===== src/rtl/saver_sd_card.sv =====
// saver_sd_card: copies a byte range from the core (ioctl read port) to a
// mounted SD image, one 512-byte sector at a time. Each sector is staged in a
// local buffer. A short final sector is padded with zeros before it is written.
module saver_sd_card #(
   parameter int RD_LAT = 2
) (
   input  logic        clk,
   input  logic        reset,
   input  logic        save_req,
   input  logic [2:0]  save_sel,
   input  logic [22:0] save_size,
   input  logic [5:0]  sd_img_mounted,
   input  logic [31:0] sd_img_size,
   output logic [31:0] sd_lba,
   output logic [5:0]  sd_wr,
   input  logic        sd_busy,
   input  logic        sd_done,
   input  logic [8:0]  sd_byte_index,
   output logic [7:0]  sd_wr_data,
   output logic        ioctl_upload,
   output logic [22:0] ioctl_addr,
   output logic        ioctl_rd,
   input  logic [7:0]  ioctl_din,
   input  logic        ioctl_wait,
   output logic        saver_busy,
   output logic        save_done,
   output logic        save_err
);

   localparam logic [2:0] RD_LAT_C = 3'(RD_LAT);

   typedef enum logic [2:0] {
      S_IDLE,
      S_FILL_RD,
      S_FILL_WAIT,
      S_PAD,
      S_SD_REQ,
      S_SD_WAIT,
      S_FINISH
   } state_t;

   state_t      state_reg, state_next;

   // per-slot mount table
   logic [5:0]  present_reg;
   logic [22:0] img_size_reg [6];

   // transfer context
   logic [2:0]  sel_reg;
   logic [22:0] size_reg;
   logic [22:0] addr_reg;
   logic [8:0]  cnt_reg;
   logic [2:0]  lat_reg;
   logic [31:0] lba_reg;
   logic        abort_reg;
   logic        err_pulse_reg;

   // sector staging buffer
   logic [7:0]  sector_mem [512];

   // decoded helpers
   logic        sel_valid;
   logic        sel_present;
   logic [22:0] sel_img_size;
   logic        start_req;
   logic        start_bad;
   logic        start_ok;
   logic        active;
   logic        abort_hit;
   logic        rd_fire;
   logic        fill_write;
   logic        pad_write;
   logic        buf_we;
   logic [7:0]  buf_wdata;
   logic [8:0]  cnt_inc;
   logic [22:0] addr_inc;
   logic        more_data;
   logic [5:0]  slot_onehot;

   // one-hot decode of the latched slot, used for the SD write request
   generate
      for (genvar gi = 0; gi < 6; gi++) begin : g_slot_dec
         assign slot_onehot[gi] = (sel_reg == 3'(gi));
      end
   endgenerate

   // request qualification, abort detection and buffer write control
   always_comb begin
      sel_valid    = (save_sel <= 3'd5);
      sel_present  = 1'b0;
      sel_img_size = '0;
      if (sel_valid) begin
         sel_present  = present_reg[save_sel];
         sel_img_size = img_size_reg[save_sel];
      end
      start_req  = (state_reg == S_IDLE) && save_req;
      start_bad  = start_req && (!sel_present || (save_size == 23'd0) ||
                                 (save_size > sel_img_size));
      start_ok   = start_req && !start_bad;
      active     = (state_reg != S_IDLE) && (state_reg != S_FINISH);
      // a remount of the slot being saved invalidates the transfer
      abort_hit  = active && sd_img_mounted[sel_reg];
      rd_fire    = (state_reg == S_FILL_RD) && !ioctl_wait && !abort_hit;
      fill_write = (state_reg == S_FILL_WAIT) && (lat_reg == RD_LAT_C) && !abort_hit;
      pad_write  = (state_reg == S_PAD) && !abort_hit;
      buf_we     = fill_write || pad_write;
      buf_wdata  = fill_write ? ioctl_din : 8'h00;
      cnt_inc    = cnt_reg + 9'd1;
      addr_inc   = addr_reg + 23'd1;
      more_data  = (addr_reg < size_reg);
   end

   // mount table: latch presence and size on each mount strobe
   always_ff @(posedge clk) begin
      if (reset) begin
         present_reg <= '0;
         for (int i = 0; i < 6; i++) begin
            img_size_reg[i] <= '0;
         end
      end else begin
         for (int i = 0; i < 6; i++) begin
            if (sd_img_mounted[i]) begin
               present_reg[i]  <= (sd_img_size != 32'd0);
               img_size_reg[i] <= sd_img_size[22:0];
            end
         end
      end
   end

   // sector buffer: core-fill write port, SD read port with one cycle latency
   always_ff @(posedge clk) begin
      if (buf_we) begin
         sector_mem[cnt_reg] <= buf_wdata;
      end
      sd_wr_data <= sector_mem[sd_byte_index];
   end

   // state register
   always_ff @(posedge clk) begin
      if (reset) begin
         state_reg <= S_IDLE;
      end else begin
         state_reg <= state_next;
      end
   end

   // next-state logic
   always_comb begin
      state_next = state_reg;
      case (state_reg)
         S_IDLE: begin
            if (start_ok) begin
               state_next = S_FILL_RD;
            end
         end
         S_FILL_RD: begin
            if (abort_hit) begin
               state_next = S_FINISH;
            end else if (!ioctl_wait) begin
               state_next = S_FILL_WAIT;
            end
         end
         S_FILL_WAIT: begin
            if (abort_hit) begin
               state_next = S_FINISH;
            end else if (lat_reg == RD_LAT_C) begin
               if (cnt_inc == 9'd0) begin
                  state_next = S_SD_REQ;
               end else if (addr_inc == size_reg) begin
                  state_next = S_PAD;
               end else begin
                  state_next = S_FILL_RD;
               end
            end
         end
         S_PAD: begin
            if (abort_hit) begin
               state_next = S_FINISH;
            end else if (cnt_inc == 9'd0) begin
               state_next = S_SD_REQ;
            end
         end
         S_SD_REQ: begin
            if (abort_hit) begin
               state_next = S_FINISH;
            end else if (sd_busy) begin
               state_next = S_SD_WAIT;
            end
         end
         S_SD_WAIT: begin
            // an abort here must still let the SD transfer complete
            if (sd_done) begin
               if (abort_reg || abort_hit || !more_data) begin
                  state_next = S_FINISH;
               end else begin
                  state_next = S_FILL_RD;
               end
            end
         end
         S_FINISH: begin
            state_next = S_IDLE;
         end
         default: begin
            state_next = S_IDLE;
         end
      endcase
   end

   // transfer datapath: addresses, counters, sector number and abort flag
   always_ff @(posedge clk) begin
      if (reset) begin
         sel_reg       <= '0;
         size_reg      <= '0;
         addr_reg      <= '0;
         cnt_reg       <= '0;
         lat_reg       <= '0;
         lba_reg       <= '0;
         abort_reg     <= 1'b0;
         err_pulse_reg <= 1'b0;
      end else begin
         err_pulse_reg <= start_bad;

         if (start_ok) begin
            sel_reg   <= save_sel;
            size_reg  <= save_size;
            addr_reg  <= '0;
            cnt_reg   <= '0;
            lba_reg   <= '0;
            abort_reg <= 1'b0;
         end

         if (abort_hit) begin
            abort_reg <= 1'b1;
         end else if (state_reg == S_FINISH) begin
            abort_reg <= 1'b0;
         end

         // read latency counter: 1 in the first FILL_WAIT cycle
         if (rd_fire) begin
            lat_reg <= 3'd1;
         end else if ((state_reg == S_FILL_WAIT) && (lat_reg != RD_LAT_C)) begin
            lat_reg <= lat_reg + 3'd1;
         end

         if (fill_write) begin
            cnt_reg  <= cnt_inc;
            addr_reg <= addr_inc;
         end else if (pad_write) begin
            cnt_reg  <= cnt_inc;
         end

         if ((state_reg == S_SD_WAIT) && sd_done && !abort_reg && !abort_hit && more_data) begin
            lba_reg <= lba_reg + 32'd1;
            cnt_reg <= '0;
         end
      end
   end

   // outputs decoded from state and the registered context
   always_comb begin
      ioctl_rd     = rd_fire;
      ioctl_addr   = addr_reg;
      ioctl_upload = active;
      saver_busy   = active;
      sd_lba       = lba_reg;
      sd_wr        = '0;
      if ((state_reg == S_SD_REQ) && !abort_hit) begin
         sd_wr = slot_onehot;
      end
      save_done    = (state_reg == S_FINISH) && !abort_reg;
      save_err     = err_pulse_reg || ((state_reg == S_FINISH) && abort_reg);
   end

endmodule


===== config.mk =====
export PLATFORM = sky130hd
export DESIGN_NAME = saver_sd_card
export DESIGN_NICKNAME = d
export VERILOG_FILES = /design/src/rtl/saver_sd_card.sv
export SDC_FILE = /design/constraint.sdc
export NUM_CORES = 2
export LEC_CHECK = 0
export BUFFER_PORTS_ARGS = -buffer_cell sky130_fd_sc_hd__buf_2
export CAP_MARGIN = 15
export CORE_ASPECT_RATIO = 1.25
export CORE_MARGIN = 2
export CORE_UTILIZATION = 40
export DETAILED_ROUTE_END_ITERATION = 8
export GPL_TIMING_DRIVEN = 0
export PLACE_DENSITY = 0.66
export SKIP_CTS_REPAIR_TIMING = 1
export SLEW_MARGIN = 20
export SYNTH_ARGS = -nofsm -noshare
export SYNTH_HDL_FRONTEND = slang
export SYNTH_MEMORY_MAX_BITS = 65536
export SYNTH_SLANG_ARGS = --single-unit

===== constraint.sdc =====
create_clock -name clk -period 37.1 [get_ports clk]
set_input_delay 7.42 -clock clk [delete_from_list [all_inputs] [get_ports clk]]
set_output_delay 7.42 -clock clk [all_outputs]
set_load 0.03 [all_outputs]

; ---- Word level (Yosys, flattened, before mapping)
; Memory sizes are Yosys's and may differ from the RTL's. A register that Yosys moved wholly into a read port is not among the register bits.
; Index checks and enable logic that the tools add are counted.
[totals]
ff_bits = 104
ramBits = 4234
input_bits = 87
out_inout_bits = 74
elab_cells = 160
memories = 2
[memory_table]
columns = name, words, word_bits, read_ports, rd_ports_with_merged_regs, wr, line
row1 = sector_mem, 512, 8, 1, 1, 1, 59  ; logic [7:0] sector_mem [512];
row2 = img_size_reg, 6, 23, 1, 0, 6, 46  ; logic [22:0] img_size_reg [6];
[op_classes]
n_addsub = 4
n_lt_le_gt_ge = 5
n_eq_ne = 21
n_mux = 62
bitwise = 6
n_reduce_logical = 44
[ops]
columns = operator, n
row1 = 23-bit 2-to-1 mux, 9
row2 = 32-bit 2-to-1 mux, 2
row3 = 3-bit 2-to-1 mux, 12
row4 = 32-bit by 1-bit adder with 32-bit output (second input constant), 1
row5 = 32-bit nonzero test, 1
row6 = 1-bit 2-to-1 mux, 30
row7 = 9-bit 2-to-1 mux, 3
row8 = 23-bit by 1-bit adder with 23-bit output (second input constant), 1
row9 = 23-bit == test, 1
row10 = 23-bit greater-than comparator, 1
row11 = 23-bit logical NOT, 1
row12 = 23-bit < comparator, 1
row13 = 1-bit logical AND, 18
row14 = 3-bit case mux with 6 select lines, 1
row15 = 3-bit by 2-bit == test with 1-bit output (second input constant), 5
row16 = 3-bit == test (second input constant), 5
row17 = 3-bit inequality test (second input constant), 4
row18 = 9-bit by 1-bit adder with 9-bit output (second input constant), 1
row19 = 9-bit logical NOT, 1
row20 = 3-bit nonzero test, 3
row21 = 3-bit by 4-bit < comparator with 1-bit output (second input constant), 2
row22 = 8-bit 2-to-1 mux, 1
row23 = 1-bit binary-select mux with 3-bit select, 2
row24 = 3-bit by 1-bit == test with 1-bit output (second input constant), 2
row25 = 13 further kinds, 34

; ---- Depth between registers and ports, before layout
[logic_depth]
ltp_word = 12
mapped_depth = 15
ltp_nobuf = 11

; ---- Worst setup path before layout
; No wires, ideal clock.
[synth_path]
path_kind = input to register
from = in sd_img_mounted[3]
to = mem sector_mem[0][0], data pin
setup_time_ps = 1539
arrival_time_ps = 15395
required_ps = 35561
path_slack_ps = 20166
path_stages = 8
n_path_buf = 3
path_cell_list = mux2i_1 > o32ai_1 > or2_1 > clkbuf_1 > a211oi_1 > clkbuf_1 > clkbuf_1 > and2_1
[synth_via]
elab_chain_len = 6
[synth_rtl]
columns = item, line
row1 = "start, declared", 12  ; input logic [5:0] sd_img_mounted,
row2 = 1-bit binary-select mux with 3-bit select, 102  ; abort_hit = active && sd_img_mounted[sel_reg];
row3 = 1-bit 2-to-1 mux (not written as such), 102
row4 = 1-bit logical AND, 102
row5 = 1-bit logical NOT, 104  ; fill_write = (state_reg == S_FILL_WAIT) && (lat_reg == RD_LAT_C) && !abort_hit;
row6 = 1-bit logical AND, 104
row7 = 8-bit 2-to-1 mux, 107  ; buf_wdata = fill_write ? ioctl_din : 8'h00;
row8 = via buf_wdata[0], 74  ; logic [7:0] buf_wdata;
row9 = "end, declared", 59
; The timed path passes the listed nets, and every way through them passes these cells. The select of a mux whose other input is x is not followed.

; ---- Worst setup path in the final report
[layout_path]
from = in sd_img_mounted[3]
to = out ioctl_rd
[layout_via]
elab_chain_len = 5
[layout_rtl]
columns = item, line
row1 = 1-bit binary-select mux with 3-bit select, 102
row2 = 1-bit 2-to-1 mux (not written as such), 102
row3 = 1-bit logical AND, 102
row4 = 1-bit logical NOT, 103  ; rd_fire = (state_reg == S_FILL_RD) && !ioctl_wait && !abort_hit;
row5 = 1-bit logical AND, 103
row6 = "end, declared", 22  ; output logic ioctl_rd,
; Every way passes these cells. The select of a mux whose other input is x is not followed.

==> out/results.ini <==
[logic_synthesis]
avgSynthCellArea_um2 = 19.70
ys_async_sr_fraction = 0
post-synth-top-count-cell = edfxtp_1
yosys.area.top_type = edfxtp_1
synth_edf_count = 4234
synth_nets = 8831
synth_common_cells = 4234 x edfxtp_1, 875 x mux4_2, 605 x nor2_1
ys.flop_type = edfxtp_1
syn_area_um2 = 171200
ys_warn_count = 0
yosys.area.top_type_share = 0.7428
yosysSeqAreaShare = 0.7559
ys_seq_elements = 4346
netlist_instances = 8690
synthTopCellsByArea = edfxtp_1 74%, mux4_2 12%, mux2i_1 2.0%
synth_cell_types = 74

[timing]
fmax_mhz = 59.65
relSlewSlack = 0.06034
finalSetupViolCount = 0
setup_tns_ns = 0
min_period_over_period = 0.4519
finalMaxSlewViolations = 0
min_period_ns = 16.76
skew_ns = 0.08667
worst_slew_pin_slew_ns = 1.409
hold_violations = 0
rsz0062_at_grt = false
worst_slack_ns = 20.34

[floorplan]
initial_core_util = 0.4016
core_area_um2 = 426200
die_h_um = 735.4
io_pins = 161
dieArea_um2 = 433200
rows = 268
die_w_um = 589.1

[cells_and_area]
layout.area.seq_um2 = 129400
fill_cells = 35125
stdcell_count = 15421
post-route-cell-area_um2 = 195500
fin_util = 0.4587
area_delta_synth_final_pct = 14.20
largest_reg_flops = 4096
final_nets = 9508
multi_input_area_um2 = 38890
drive_gt1_frac = 0.2332

[flow_run]
maxCapViolCount = 0

[route]
drt-initial-drc-count = 15338
avgRoutedWirePerCell_um = 37.94
drt_drc_violations_left = 0
dr.pass1.iters = 8
avgViaCountPerCell = 6.211
routed_wl_um = 585000
postRouteAntennaNets = 0
vias = 95784

[clocking]
root_buffer = clkbuf_16
cts_tree = done
h-tree-depth = 5
numClockSinks = 4346
clkTransAtPathRegs_ns = 0.06
clock_path_buffers = 4
numCtsBuffers = 422
insertion_delay_ns = 1.00

[place]
place_area_um2 = 181600
finalWeightedCongestion = 1.002
placed_cells = 14613
hpwl_um = 414100
pre_cts_ws_ns = 20.34
portBuffers = 156

[grt]
grt-ovfl-total = 0
grt_pass1_wl_um = 783400
antenna_found_initial = 57
grt_max_degree = 85
grt_pass1_vias = 94206
grt_use_total = 0.2647

[power]
p_leak_nw = 62.76
ir_drop_uv = 41.46
pwr_density_cell_nw_per_um2 = 52.29

[worst_setup_path]
startpoint_type = input port
cp_common_cell = buf_2
worst-setup-path-type = in2out
crit_arrival_ns = 9.34
crit_path_end_kind = output pin
slowest_stage = nor3_1
cpPeakStageDelay_ns = 0.47
cp_cell_sequence = buf_2 > mux2i_1 > o32ai_1 > nor2_2 > nand2_1 > nor3_1 > buf_2
required_ns = 29.68
crit_fanout = 6

[status]
status = finished, final reports clean

[min_path]
hp-class = reg2reg

[path summary, 6_finish.rpt]
path | slack [ns] | startpoint | depth (start not counted) | to
min | 0.48 | present_reg[0]$_SDFFE_PP0P_ | 2 | present_reg[0]$_SDFFE_PP0P_
max reg2reg | 31.47 | sel_reg[1]$_SDFFE_PP0P_ | 12 | sector_mem[303][0]$_DFFE_PP_
max | 20.34 | sd_img_mounted[3] | 7 | ioctl_rd
min reg2reg | 0.48 | present_reg[0]$_SDFFE_PP0P_ | 2 | present_reg[0]$_SDFFE_PP0P_
[cell usage in the layout, fill, tap and decap left out, types with 130 or more instances in the layout]
master	instances
a22oi_1	167
and2_1	152
clkbuf_16	423
o21ai_0	136
nand2_1	193
mux2_2	130
a21oi_1	168
buf_2	300
a221oi_1	141
edfxtp_1	4234
mux2i_1	337
clkbuf_1	284
nor2_1	581
mux4_2	875
[layer usage]
metal / vias up / global-route usage / share of wire
met2: 6946 / 0.4196 / 0.46
met1: 49972 / 0.3055 / 0.33
met3: 1564 / 0.07386 / 0.12
li1: 37278 / - / -
met5: - / 0 / 0.00027
met4: 24 / 0.2039 / 0.091
[critical path, delay by kind of cell]
| family | cells | cell delay, ns |
|---|---|---|
| simple gates | 3 | 1.11 |
| buf+inv | 2 | 0.43 |
| mux | 1 | 0.23 |
| compound gates | 1 | 0.15 |
[layout make-up]
cell class | instances | share of cell area
Inverter | 49 | 0.0009409
Antenna cell | 32 | 0.0004096
Sequential cell | 4346 | 0.6619
Multi-Input combinational cell | 3743 | 0.1990
Buffer | 552 | 0.01519
Clock buffer | 503 | 0.05604
Timing Repair Buffer | 253 | 0.01573
Tap cell | 5670 | 0.03629
Clock inverter | 273 | 0.01460
[where the power goes]
group	internal (mW)	total (mW)	switching [mW]
clock network	2.41	4.33	1.92
logic	0.181	0.556	0.375
registers	5.33	5.33	0.00870
[cell families after synthesis]
logic type / share of synthesized area
AO/OA/AOI/OAI: 0.04259
XOR/XNOR: 0.001842
adder cells (fa/ha/maj): 0.003947
buffers and inverters: 0.01789
flip-flops: 0.7559
multiplexers: 0.1434
AND/OR/NAND/NOR: 0.03449
[per-stage QoR]
step / power [mW] / hold slack [ns]
floorplan: 5.727 / 0.4416
global placement: 5.975 / 0.4738
detailed placement: 5.981 / 0.4706
CTS: 10.21 / 0.4829
global route: 10.41 / 0.5165
finish: 10.22 / 0.4827
Note: power is estimated with default switching activity, not from simulation.
